--- config.mk ---
export PLATFORM = sky130hd
export DESIGN_NAME = fetch_stage
export DESIGN_NICKNAME = d
export VERILOG_FILES = /design/src/rtl/fetch_stage.sv
export SDC_FILE = /design/constraint.sdc
export NUM_CORES = 1
export LEC_CHECK = 0
export ABC_AREA = 0
export ABC_CLOCK_PERIOD_IN_PS = 2800
export BUFFER_PORTS_ARGS = -buffer_cell sky130_fd_sc_hd__buf_2
export CAP_MARGIN = 10
export CORE_ASPECT_RATIO = 0.6
export CORE_MARGIN = 10
export CORE_UTILIZATION = 48
export DETAILED_ROUTE_END_ITERATION = 8
export MAX_ROUTING_LAYER = met4
export PLACE_DENSITY = 0.77
export SYNTH_ARGS = -nofsm -noshare
export SYNTH_HDL_FRONTEND = slang
export SYNTH_SLANG_ARGS = --single-unit
--- constraint.sdc ---
create_clock -name clk -period 2.8 [get_ports clk]
set_input_delay 0.14 -clock clk [delete_from_list [all_inputs] [get_ports clk]]
set_output_delay 0.14 -clock clk [all_outputs]
set_load 0.005 [all_outputs]
--- src/rtl/fetch_stage.sv ---
`default_nettype none
// ============================================================================
//  Module      : fetch_stage
//  Description : Instruction-fetch stage. Holds the program counter, drives it
//                as the instruction-memory address, and captures the returned
//                instruction word with its PC+4 into the IF/ID register.
//                Handles hazard stalls, branch/jump redirects, IF/ID flushes
//                and keeps a count of valid instructions handed to decode.
//  Revision    : 1.0 - initial release
// ============================================================================
module fetch_stage #(
   parameter logic [31:0] RESET_PC = 32'h0000_0000,
   parameter logic [31:0] NOP_INST = 32'h0000_0000
) (
   input  logic        clk,
   input  logic        rst,
   input  logic        stall,
   input  logic        redirect,
   input  logic [31:0] redirect_addr,
   input  logic        flush,
   output logic [31:0] inst_addr,
   input  logic [31:0] inst_in,
   output logic [31:0] if_id_inst,
   output logic [31:0] if_id_pc_plus4,
   output logic        if_id_valid,
   output logic [31:0] fetch_count
);

   localparam logic [31:0] c_PC_STEP   = 32'd4;
   localparam logic [31:0] c_ZERO_WORD = 32'd0;

   // Program counter and IF/ID pipeline register state
   logic [31:0] r_pc;
   logic [31:0] r_if_id_inst;
   logic [31:0] r_if_id_pc_plus4;
   logic        r_if_id_valid;
   logic [31:0] r_fetch_count;

   // Sequential-path PC; 32-bit addition wraps naturally at 2^32
   logic [31:0] w_pc_plus4;
   // Redirect target with the byte offset forced to a word boundary
   logic [31:0] w_redirect_pc;
   // IF/ID squash request: a redirect always kills the wrong-path fetch
   logic        w_squash;
   // IF/ID is written with a real instruction this cycle
   logic        w_load_valid;

   // Combinational helpers for the next-state logic
   always_comb begin
      w_pc_plus4    = r_pc + c_PC_STEP;
      w_redirect_pc = {redirect_addr[31:2], 2'b00};
      w_squash      = flush | redirect;
      w_load_valid  = ~w_squash & ~stall;
   end

   // PC register: redirect wins over stall, otherwise advance by one word
   always_ff @(posedge clk) begin
      if (rst) begin
         r_pc <= RESET_PC;
      end else if (redirect) begin
         r_pc <= w_redirect_pc;
      end else if (!stall) begin
         r_pc <= w_pc_plus4;
      end
   end

   // IF/ID register: squash beats stall, stall holds, otherwise capture fetch
   always_ff @(posedge clk) begin
      if (rst) begin
         r_if_id_inst     <= NOP_INST;
         r_if_id_pc_plus4 <= c_ZERO_WORD;
         r_if_id_valid    <= 1'b0;
      end else if (w_squash) begin
         r_if_id_inst     <= NOP_INST;
         r_if_id_pc_plus4 <= c_ZERO_WORD;
         r_if_id_valid    <= 1'b0;
      end else if (!stall) begin
         r_if_id_inst     <= inst_in;
         r_if_id_pc_plus4 <= w_pc_plus4;
         r_if_id_valid    <= 1'b1;
      end
   end

   // Debug counter of valid instructions loaded into IF/ID; wraps at 2^32
   always_ff @(posedge clk) begin
      if (rst) begin
         r_fetch_count <= c_ZERO_WORD;
      end else if (w_load_valid) begin
         r_fetch_count <= r_fetch_count + 32'd1;
      end
   end

   // Outputs come straight from registers; inst_addr has no input-to-output path
   always_comb begin
      inst_addr      = r_pc;
      if_id_inst     = r_if_id_inst;
      if_id_pc_plus4 = r_if_id_pc_plus4;
      if_id_valid    = r_if_id_valid;
      fetch_count    = r_fetch_count;
   end

endmodule
`default_nettype wire
# Word level (Yosys, flattened, before mapping)
# Index checks and enable logic that the tools add are counted.
dict set report word_totals {
  reg_bits 129
  input_bits 69
  out_inout_bits 129
  wordCells 17
}
dict set report classes {
  add_sub_neg 2
  n_eq_ne 1
  muxes 2
  bitwise_logic 4
  n_reduce_logical 2
}
# op count
set ops {}
lappend ops {{$mux 32} 2}
lappend ops {{$add 32x1->32 const B} 1}
lappend ops {{$add 32x3->32 const B} 1}
lappend ops {{$reduce_or 2->1} 2}
lappend ops {{$ne 2x1->1 const B} 1}
lappend ops {{$not 1->1} 2}
lappend ops {{$and 1x1->1} 1}
lappend ops {{$or 1x1->1} 1}

# Longest topological paths before layout
# Gate-level depths: netlist of the first run.
dict set report logic_depth {
  ltp_word 3
  ltp_mapped 7
  mapped_depth_nobuf 6
}

# Worst setup path after synthesis of the first run
# No wires, ideal clock.
dict set report synth_path {
  path_kind {register to register}
  startpoint {register r_pc[2], in the netlist inst_addr[2]}
  endpoint {register r_pc[30], in the netlist inst_addr[30]}
  setup_time_ns 0.120
  t_arrival_ns 1.988
  t_required_ns 2.680
  slack_ns 0.692
  stages_incl_launch_ff 7
  path_cell_list {dfxtp_1 > ha_1 > nand3_1 > or3_1 > nor4_4 > nor4b_1 > a211o_2}
}
dict set report synth_between {
  elab_chain_len 3
}
# element line
set synth_lines {}
lappend synth_lines {{start, declared} 33} ;# logic [31:0] r_pc;
lappend synth_lines {{start signal, assigned} 61} ;# r_pc <= w_redirect_pc;
lappend synth_lines {{start signal, assigned} 63} ;# r_pc <= w_pc_plus4;
lappend synth_lines {{$add 32x3->32} 50} ;# w_pc_plus4 = r_pc + c_PC_STEP;
lappend synth_lines {{$mux 32} 62} ;# end else if (!stall) begin
lappend synth_lines {{$mux 32} 60} ;# end else if (redirect) begin
# No other way between the ends. The select of a mux whose other input is x is not followed.
# A chain may end at the register's enable or synchronous reset.

# Final worst setup path of the first run
dict set report layout_path {
  startpoint {register r_pc[3], in the netlist inst_addr[3]}
  endpoint {register r_if_id_pc_plus4[24], in the netlist if_id_pc_plus4[24]}
}
dict set report layout_between {
  elab_chain_len 1
}
# element line
set layout_lines {}
lappend layout_lines {{$add 32x3->32} 50}
lappend layout_lines {{end signal, assigned} 71} ;# r_if_id_pc_plus4 <= c_ZERO_WORD;
lappend layout_lines {{end signal, assigned} 75} ;# r_if_id_pc_plus4 <= c_ZERO_WORD;
lappend layout_lines {{end signal, assigned} 79} ;# r_if_id_pc_plus4 <= w_pc_plus4;
lappend layout_lines {{end, declared} 35} ;# logic [31:0] r_if_id_pc_plus4;
# No other way between the ends.

==> metrics.md, run 1 <==
| Metric | Value |
|---|---|
| Post_cts resized | 0 |
| Global-route usage over all layers | 22.0% |
| Dpl ws | between 400 and 500 ps |
| Met2 WL | 8340 um |
| Average size of a mapped cell | 8.65 um2 |
| Number of flops mapped to enable cells by yosys | 0 |
| Cell Rows | 30 |
| Mapped Cells | ~660 |
| Leak pwr | 3.45 nW |
| Vias in the first global route | around 5.4k |
| Vias/cell | 5.20 |
| Drt total wl | 18600 um |
| Wl on met1 | 8610 um |
| H-tree lvl count | 4 |
| Cts hold-fix bufs | between 50 and 60 |
| Total grt overflow | 0 |
| Top Metal Used | met4 |
| CP startpoint | inst_addr[3]$_SDFFE_PP0P_ |
| RD Place Congestion | 0.861 |
| Post-route minimum period | 2410 ps |
| Die height | 105 um |
| Layout cells sized above 1 | 27.6% |
| CTS Buf Count | 17 |
| CTS root buf | clkbuf_16 |
| Avg WL per Cell | about 17 um |
| Largest net degree at the start of global routing | 65 |
| Clk_skew | between 9 and 10 ps |
| Hpwl dp | 12600 um |
| Synth async-reset ratio | 0% |
| Total power | 0.00452 W |
| Core ar. | ~11000 um2 |
| Cells on worst reg2reg path | 6 |
| Worst hold start | redirect_addr[18] |
| Crit path max fanout | 8 |
| Number of synthesized register bits | 125 |
| RSZ-0062 raised after global routing | false |
| Syn. warnings | 0 |
| Via count | 5568 |
| First-pass DRT Iterations | 4 |
| I/O pin count | 198 |
| CTS tree | done |
| Mapped Area | about 5700 um2 |
| Max-slew violations | 0 |
| Hold Path Class | input pin to register |
| Clk buf depth | 2 |
| Met3 WL | between 1000 and 1500 um |
| Worst r2r src | inst_addr[3]$_SDFFE_PP0P_ |
| Initial antenna violation count | 2 |
| Yosys top cell area share | 43.6% |
| IR Drop Worst-Case VDD | 424 uV |
| CTS sink cnt | approximately 130 |
| Iteration-0 DRC Markers | 420 |
| Starting density of the core | 50.0% |
| Kind of start point of the critical path | register |
| Setup TNS | 0 ps |
| Worst-path clk slew | about 60 ps |
| Antenna Nets Post-Route | 0 |
| Slew @ Worst Pin | 927 ps |
| I/O Buffers | 191 |
| Area leader, netlist | dfxtp_1 |
| Final Util | 69.2% |
| Crit end category | register |
| Area Overhead vs Synth | 38.3% |
| F_max | 414 MHz |
| Multi-input logic area | 3000 um2 |
| Fin crit share | 86.2% |
| Critical Path AT | 2730 ps |
| Reg area | 2500 um2 |
| Final setup margin | 386 ps |
| Clock insertion delay at the later pin of the skew report | 410 ps |
| DRC Markers | 0 |
| Final hold violations | 0 |
| Post-CTS setup buffer count | 0 |
| Die width | approximately 160 um |
| Final #Nets | between 900 and 1k |
| Fillers | 927 |
| Hold depth | 3 |
| Rel. slew slack | 38.2% |
| Setup-failing EPs final | 0 |
| Count of different cell masters after synthesis | 44 |
| Synth Flop Type | dfxtp_1 |
| Sequential-to-total area share from yosys stat | 43.6% |
| Max capacitance violation total | 0 |
| Power Density | 569 nW/um2 |
| Worst EP required | approximately 3100 ps |
| DIE AREA | 16900 um2 |
| Critical path class | register to register |
| First-pass GRT wire length | just under 30000 um |
| Status | finished, final reports clean |
| Top cells by area, synth | dfxtp_1, nor2_1, xnor2_1 |
## cell families (layout without fill, tap and decap cells)
family,Yosys count,count (layout),share of synthesized area [%]
compound gates,77,77,8.41
xor+xnor,76,76,11.6
fa+ha+maj,2,2,0.436
buf+inv,61,303,4.44
flops,125,125,43.6
mux,38,38,6.62
other cells,1,6,0.0653
simple gates,284,284,24.9
## sequential cells by signal (all words and copies together) (netlist names)
| name | cells |
|---|---|
| fetch_count | 32 |
| if_id_pc_plus4 | 30 |
| if_id_valid | 1 |
| inst_addr | 30 |
| if_id_inst | 32 |
## stage by stage
step                      instance area [um2]  hold WS, ps  cells
after floorplan                          5760          283    667
after global placement                   6800          368    983
after detailed placement                 6800          377    983
after CTS                                7940        0.784   1069
after global routing                     7950         22.9   1071
final                                    7950         15.0   1071
## cells in the final DEF, fill, tap and decap left out, types with 4 or more instances in the layout
| cell | instances |
|---|---|
| dlygate4sd3_1 | 54 |
| buf_2 | 191 |
| xor2_1 | 26 |
| buf_4 | 13 |
| dfxtp_1 | 125 |
| or3_1 | 13 |
| a211oi_1 | 30 |
| xnor2_1 | 50 |
| nand2_1 | 45 |
| inv_6 | 5 |
| nand4_1 | 12 |
| nor3_1 | 25 |
| and4_1 | 6 |
| clkbuf_16 | 17 |
| nand3_1 | 21 |
| nor4_1 | 11 |
| inv_1 | 11 |
| and3_1 | 8 |
| nor2_1 | 122 |
| conb_1 | 4 |
| a21oi_1 | 31 |
| mux2i_1 | 38 |
| o21ai_0 | 11 |
## synthesized netlist by cell type (all sizes together), types with 3 or more instances
| master | n |
|---|---|
| nor3 | 27 |
| and3 | 8 |
| buf | 12 |
| a21oi | 31 |
| nand2 | 46 |
| mux2i | 38 |
| a211oi | 31 |
| xor2 | 26 |
| nor4 | 14 |
| nand4 | 14 |
| nor2 | 122 |
| nand3 | 21 |
| nor4b | 3 |
| dfxtp | 125 |
| or3 | 14 |
| and4 | 6 |
| clkbuf | 36 |
| xnor2 | 50 |
| inv | 12 |
| o21ai | 11 |
## per-layer routing
layer / GRT usage, % / up-vias
met1: 28.5 / 2602
met3: 6.39 / 29
met4: 7.37 / 0
li1: - / 2746
met2: 32.0 / 191
met5: - / -
## area by class of cell
type / instances / area share [%]
clock buffers: 18 / 5.53
diodes: 2 / 0.0630
repair buffers: 258 / 20.1
multi-input cells: 481 / 37.7
well taps: 160 / 2.52
flip-flops and latches: 125 / 31.5
inverters: 13 / 0.614
clock inverters: 14 / 1.98
## where the power goes
| part | switching [W] | internal (W) | total, W |
|---|---|---|---|
| logic | 0.000195 | 0.000200 | 0.000395 |
| clock network | 0.000885 | 0.00135 | 0.00224 |
| registers | 0.0000651 | 0.00182 | 0.00189 |
| total | 0.00114 | 0.00338 | 0.00452 |
## worst max-delay path: stages (launching register included)
cell	delay, ps
dfxtp_1	500
ha_1	290
nand3_1	290
nor3_2	610
nand4_1	210
xor2_1	190
a211oi_1	220
## final timing paths
path / end / slack (ps)
max reg2reg: if_id_pc_plus4[24]$_SDFFE_PP0N_ / 390
min: inst_addr[18]$_SDFFE_PP0P_ / 10
max: if_id_pc_plus4[24]$_SDFFE_PP0N_ / 390
min reg2reg: if_id_pc_plus4[16]$_SDFFE_PP0N_ / 460
Power figures use the tool's default switching activity.
==> inputs of run 2 (changes only) <==
--- a/config.mk
+++ b/config.mk
@@ -6,15 +6,15 @@
 export NUM_CORES = 1
 export LEC_CHECK = 0
 export ABC_AREA = 0
-export ABC_CLOCK_PERIOD_IN_PS = 2800
+export ABC_CLOCK_PERIOD_IN_PS = 2000
 export BUFFER_PORTS_ARGS = -buffer_cell sky130_fd_sc_hd__buf_2
 export CAP_MARGIN = 10
 export CORE_ASPECT_RATIO = 0.6
 export CORE_MARGIN = 10
-export CORE_UTILIZATION = 48
+export CORE_UTILIZATION = 45
 export DETAILED_ROUTE_END_ITERATION = 8
 export MAX_ROUTING_LAYER = met4
-export PLACE_DENSITY = 0.77
+export PLACE_DENSITY = 0.76
 export SYNTH_ARGS = -nofsm -noshare
 export SYNTH_HDL_FRONTEND = slang
 export SYNTH_SLANG_ARGS = --single-unit
==> constraint.sdc (replaced) <==
create_clock -name clk -period 2 [get_ports clk]
set_input_delay 0.1 -clock clk [delete_from_list [all_inputs] [get_ports clk]]
set_output_delay 0.1 -clock clk [all_outputs]
set_load 0.005 [all_outputs]
==> run 2 against run 1 <==
  * Total power increased by 44%
  * Fmax increased by 25%
  * Hold slack improved by 8.0 ps
  * Die area increased by 5.6%
  * Sequential power increased by 39%
  * Core utilization increased by 0.10 points
  * Clock-buffer cell count unchanged
  * Register-to-register slack got worse by 320 ps
  * First-iteration DRC count decreased by 25%
  * Design area increased by 6.9%
  * Critical endpoint is now inst_addr[31]$_SDFFE_PP0P_
  * Largest power group unchanged
==> metrics.md, run 2 (synthesized netlist as in run 1, its figures left out) <==
| Metric | Value |
|---|---|
| Status | finished, final reports clean |
| Post-DP Area | slightly above 7000 um2 |
| Avg WL per Cell | between 15 and 20 um |
| IR Drop Worst-Case VDD | between 400 and 500 uV |
| Fin area | 8490 um2 |
| R2r endpoint | inst_addr[31]$_SDFFE_PP0P_ |
| Vias in the first global route | 5772 |
| Worst hold start | redirect_addr[30] |
| I/O Buffers | 191 |
| Leak pwr | 3.75 nW |
| Fin cells | around 1.1k |
| Clock insertion delay at the later pin of the skew report | around 410 ps |
| Power Density | 764 nW/um2 |
| Setup-failing EPs final | 0 |
| Global-route usage over all layers | around 22% |
| Post-CTS setup buffer count | 0 |
| Cell Rows | 31 |
| Die width | 166 um |
| Hold depth | 4 |
| Post-route minimum period | between 1500 and 2000 ps |
| Crit-path cells | nand4b_4, or4_4, buf_6, nor4_4, xnor2_1, a211oi_1 |
| DIE AREA | about 18000 um2 |
| Final setup margin | ~63 ps |
| Fin crit share | between 90% and 100% |
| Final #Nets | 1016 |
| Max-slew violations | 0 |
| Critical path class | register to register |
| Die height | approximately 110 um |
| Most frequent cells in the layout | buf_2, nor2_1, dfxtp_1, dlygate4sd3_1, buf_4 |
| CTS sink cnt | about 130 |
| Clk_skew | 10.1 ps |
| Core ar. | 12300 um2 |
| Kind of start point of the critical path | register |
| Crit end category | register |
| F_max | 516 MHz |
| Worst-path clk slew | approximately 60 ps |
| CP top delay family | simple AND/OR/NAND/NOR gates |
| DRC Markers | 0 |
| Slowest stage delay, CP | 530 ps |
| Total power | 0.00649 W |
| Dpl ws | -8.60 ps |
| Drt total wl | 19400 um |
| Fillers | 972 |
| Largest net degree at the start of global routing | 65 |
| CP Buf/Inv Count | 1 |
| Hpwl dp | 13200 um |
| Worst EP required | approximately 2300 ps |
| Antenna Nets Post-Route | 0 |
| Commonest non-fill, non-tap cell in the layout | buf_2 |
| Slew @ Worst Pin | 710 ps |
| Max capacitance violation total | 0 |
| I/O pin count | ~200 |
| H-tree lvl count | 4 |
| First-pass GRT wire length | 30800 um |
| CP max-delay cell | or4_4 |
| Initial antenna violation count | 0 |
| Final Util | approximately 69% |
| Vias/cell | 5.10 |
| CTS tree | done |
| Hold Crit Endpoint | inst_addr[30]$_SDFFE_PP0P_ |
| Total grt overflow | 0 |
| Placed insts | 1032 |
| Final hold violations | 0 |
| Hold Path Class | input pin to register |
| Clk buf depth | 2 |
| Iteration-0 DRC Markers | 316 |
| Layout cells sized above 1 | 33.1% |
| Rel. slew slack | between 50 and 60% |
| R2r setup slk | 60 ps |
| CTS root buf | clkbuf_16 |
| CTS Buf Count | 17 |
| First-pass DRT Iterations | 5 |
| Worst r2r src | inst_addr[3]$_SDFFE_PP0P_ |
| RD Place Congestion | 0.891 |
| Cells on worst reg2reg path | 6 |
| Critical Path AT | 2260 ps |
| Starting density of the core | 46.9% |
| Via count | 5732 |
| Crit path max fanout | 11 |
| Area Overhead vs Synth | 47.8% |
[run 2: cell count changes in the layout (fill, tap and decap cells not counted), moves of 3 or more]
cell,previous run,this run
clkinvlp_4,3,0
clkinv_4,3,6
dfxtp_4,0,4
dfxtp_1,125,115
buf_4,13,53
dfxtp_2,0,6
dlygate4sd3_1,54,59
[run 2: final cells by class]
class | count | area (um2) | share of cell area, %
flip-flops and latches | 125 | 2520 | 29.7
repair buffers | 307 | 2010 | 23.6
diodes | 1 | 2.50 | 0.0295
inverters | 13 | 48.8 | 0.575
multi-input cells | 481 | 3080 | 36.3
well taps | 165 | 206 | 2.43
clock inverters | 14 | 183 | 2.15
clock buffers | 18 | 439 | 5.17
[run 2: routing by layer]
| metal | share of wire (%) | GRT usage, % | vias to the layer above |
|---|---|---|---|
| met5 | 0 | - | - |
| met4 | 0.55 | 4.79 | 0 |
| met3 | 8.1 | 8.17 | 9 |
| met2 | 46 | 33.3 | 183 |
| met1 | 46 | 26.4 | 2697 |
| li1 | - | - | 2843 |
[run 2: power by group]
part / internal [W] / switching [W] / total (W)
Sequential: 0.00256 / 0.0000675 / 0.00262
Clock: 0.00202 / 0.00121 / 0.00323
Combinational: 0.000328 / 0.000314 / 0.000642
[run 2: per-stage QoR]
step                      hold slack, ps  TNS, ps
after floorplan                      237        0
after global routing                8.00    -14.7
after global placement               326        0
final                               23.0        0
after detailed placement             338    -8.60
after CTS                           4.31        0
[run 2: repair_timing]
| item | in CTS | in global routing |
|---|---|---|
| setup endpoints to repair | 1 | 24 |
| gates resized for setup | 1 | 24 |
| endpoints found under the hold margin | 59 | 0 |
| hold buffers | 59 | 0 |
| pin swaps | 0 | 4 |
[run 2: worst register-to-register path, stage by stage, from the launching register on]
cell and delay (ps):
dfxtp_4 400, nand4b_4 140, or4_4 530, buf_6 170
nor4_4 260, xnor2_1 120, a211oi_1 220
[run 2: how the worst max path moves through the flow]
stage                              start                         endpoint  slack [ps]  cells after the start
2_1_floorplan  inst_addr[2]$_SDFFE_PP0P_       inst_addr[30]$_SDFFE_PP0P_           2                      6
3_3_place_gp   inst_addr[3]$_SDFFE_PP0P_       inst_addr[31]$_SDFFE_PP0P_          70                      6
3_5_place_dp   inst_addr[3]$_SDFFE_PP0P_       inst_addr[31]$_SDFFE_PP0P_          -9                      6
4_1_cts        inst_addr[6]$_SDFFE_PP0P_  if_id_pc_plus4[31]$_SDFFE_PP0N_           3                      6
5_1_grt        inst_addr[3]$_SDFFE_PP0P_       inst_addr[31]$_SDFFE_PP0P_         -10                      6
6_report       inst_addr[3]$_SDFFE_PP0P_       inst_addr[31]$_SDFFE_PP0P_          60                      6
==> inputs of run 3 (changes only) <==
--- a/config.mk
+++ b/config.mk
@@ -11,10 +11,10 @@
 export CAP_MARGIN = 10
 export CORE_ASPECT_RATIO = 0.6
 export CORE_MARGIN = 10
-export CORE_UTILIZATION = 45
+export CORE_UTILIZATION = 30
+export CTS_CLUSTER_DIAMETER = 100
 export DETAILED_ROUTE_END_ITERATION = 8
 export MAX_ROUTING_LAYER = met4
-export PLACE_DENSITY = 0.76
 export SYNTH_ARGS = -nofsm -noshare
 export SYNTH_HDL_FRONTEND = slang
 export SYNTH_SLANG_ARGS = --single-unit
==> run 3 against run 2 <==
  * Final cell count increased by 7.7%
  * Global-route usage decreased by 5.0 points
  * Wire length increased by 6.3%
  * Sequential power about the same
  * Fmax increased by 0.58%
  * First-iteration DRC count increased by 11%
  * Critical path type unchanged
  * Largest power group unchanged
  * Highest routed layer unchanged
==> metrics.md, run 3 (synthesized netlist as in run 1, its figures left out) <==
| Metric | Value |
|---|---|
| Global-route usage over all layers | between 15 and 20% |
| Drt total wl | 20600 um |
| Fillers | 1892 |
| Die width | 199 um |
| Crit path max fanout | 11 |
| Hold WS | approximately 31 ps |
| Status | finished, final reports clean |
| I/O pin count | approximately 200 |
| Area Overhead vs Synth | 49.2% |
| First-pass DRT Iterations | 5 |
| Core ar. | 18900 um2 |
| H-tree lvl count | 4 |
| Critical path class | register to register |
| Avg WL per Cell | 17.0 um |
| Hold Path Class | input pin to register |
| Hold depth | 3 |
| Reg area | 2520 um2 |
| Setup-failing EPs final | 0 |
| Final hold violations | 0 |
| Layout cells sized above 1 | between 30 and 40% |
| Die height | 127 um |
| CTS sink cnt | ~130 |
| I/O Buffers | between 150 and 200 |
| RSZ-0062 raised after global routing | true |
| Fin area | around 8600 um2 |
| Post-DP Area | 7300 um2 |
| IR Drop Worst-Case VDD | about 540 uV |
| Total grt overflow | 0 |
| Most frequent cells in the layout | buf_2, nor2_1, dfxtp_1, dlygate4sd3_1, buf_4 |
| First-pass GRT wire length | about 32000 um |
| Initial antenna violation count | 1 |
| Largest net degree at the start of global routing | 64 |
| Clk_skew | slightly above 7 ps |
| Via count | 5702 |
| Max-slew violations | 0 |
| Clk buf depth | 2 |
| Cell Rows | 39 |
| Slowest stage delay, CP | 690 ps |
| Worst EP required | around 2300 ps |
| Post-route minimum period | approximately 1900 ps |
| Critical Path AT | 2260 ps |
| Final Util | 45.3% |
| RD Place Congestion | 0.842 |
| Hpwl dp | 14600 um |
| Vias in the first global route | ~5.7k |
| Multi-input logic area | 3100 um2 |
| Commonest non-fill, non-tap cell in the layout | buf_2 |
| CP max-delay cell | or4_4 |
| Power Density | 723 nW/um2 |
| DRC Markers | 0 |
| Kind of start point of the critical path | register |
| CTS root buf | clkbuf_16 |
| Fin crit share | 96.3% |
| DIE AREA | 25300 um2 |
| Final #Nets | 1022 |
| Leak pwr | 3.73 nW |
| Crit end category | register |
| Worst-path clk slew | 60 ps |
| Iteration-0 DRC Markers | 352 |
| F_max | 519 MHz |
| CTS Buf Count | 17 |
| Max capacitance violation total | 0 |
| Crit-path cells | nand4_1, or4_4, or3_1, a311oi_1 |
| CTS tree | done |
| Antenna Nets Post-Route | 0 |
| Cells on worst reg2reg path | 4 |
| Starting density of the core | 30.3% |
| Vias/cell | 4.71 |
| Clock insertion delay at the later pin of the skew report | 420 ps |
[run 3: worst max-delay path, delay by kind of cell (launching register included)]
family           cells  cell delay [ps]
flip-flops           1              330
AO/OA/AOI/OAI        1              250
AND/OR/NAND/NOR      3             1260
[run 3: layout make-up]
type / instances / share of cell area, %
Tap cell: 246 / 3.59
Timing Repair Buffer: 313 / 23.9
Multi-Input combinational cell: 481 / 36.1
Clock inverter: 12 / 1.36
Clock buffer: 19 / 5.05
Sequential cell: 125 / 29.4
Antenna cell: 1 / 0.0292
Inverter: 13 / 0.569
[run 3: layer usage]
metal | global-route usage (%) | vias up | wire (um)
met5 | - | - | 0
met4 | 4.42 | 0 | 187
met3 | 5.45 | 16 | 1530
met2 | 22.7 | 186 | 8780
met1 | 22.6 | 2638 | 10100
li1 | - | 2862 | -
[run 3: power by group]
group	total (W)	internal (W)	switching, W	leakage [nW]
registers	0.00262	0.00256	0.0000636	1.02
clock network	0.00291	0.00171	0.00120	0.252
logic	0.000660	0.000336	0.000324	2.46
[run 3: per-stage QoR]
| step | setup WS, ps | TNS [ps] | cells | total power [W] |
|---|---|---|---|---|
| 6_report | 74.4 | 0 | 1210 | 0.00619 |
| 5_1_grt | -23.8 | -93.2 | 1210 | 0.00646 |
| 2_1_floorplan | 1.77 | 0 | 667 | 0.00296 |
| 3_5_place_dp | -12.0 | -12.0 | 1115 | 0.00323 |
| 3_3_place_gp | 41.0 | 0 | 1115 | 0.00323 |
| 4_1_cts | 10.4 | 0 | 1208 | 0.00626 |
[run 3: worst paths after layout]
check                            startpoint                         end  slack [ps]
setup reg to reg  inst_addr[7]$_SDFFE_PP0P_  inst_addr[23]$_SDFFE_PP0P_          70
setup / recovery  inst_addr[7]$_SDFFE_PP0P_  inst_addr[23]$_SDFFE_PP0P_          70
hold reg to reg    if_id_valid$_SDFFE_PP0N_    if_id_valid$_SDFFE_PP0N_         440
hold / removal            redirect_addr[15]  inst_addr[15]$_SDFFE_PP0P_          30
[run 3: repair_timing]
item,CTS,global route
hold buffers,60,0
hold endpoints to repair,60,0
gates resized for setup,1,25
gates cloned,0,1
pin swaps,2,4
setup endpoints to repair,2,18
setup buffers,2,1
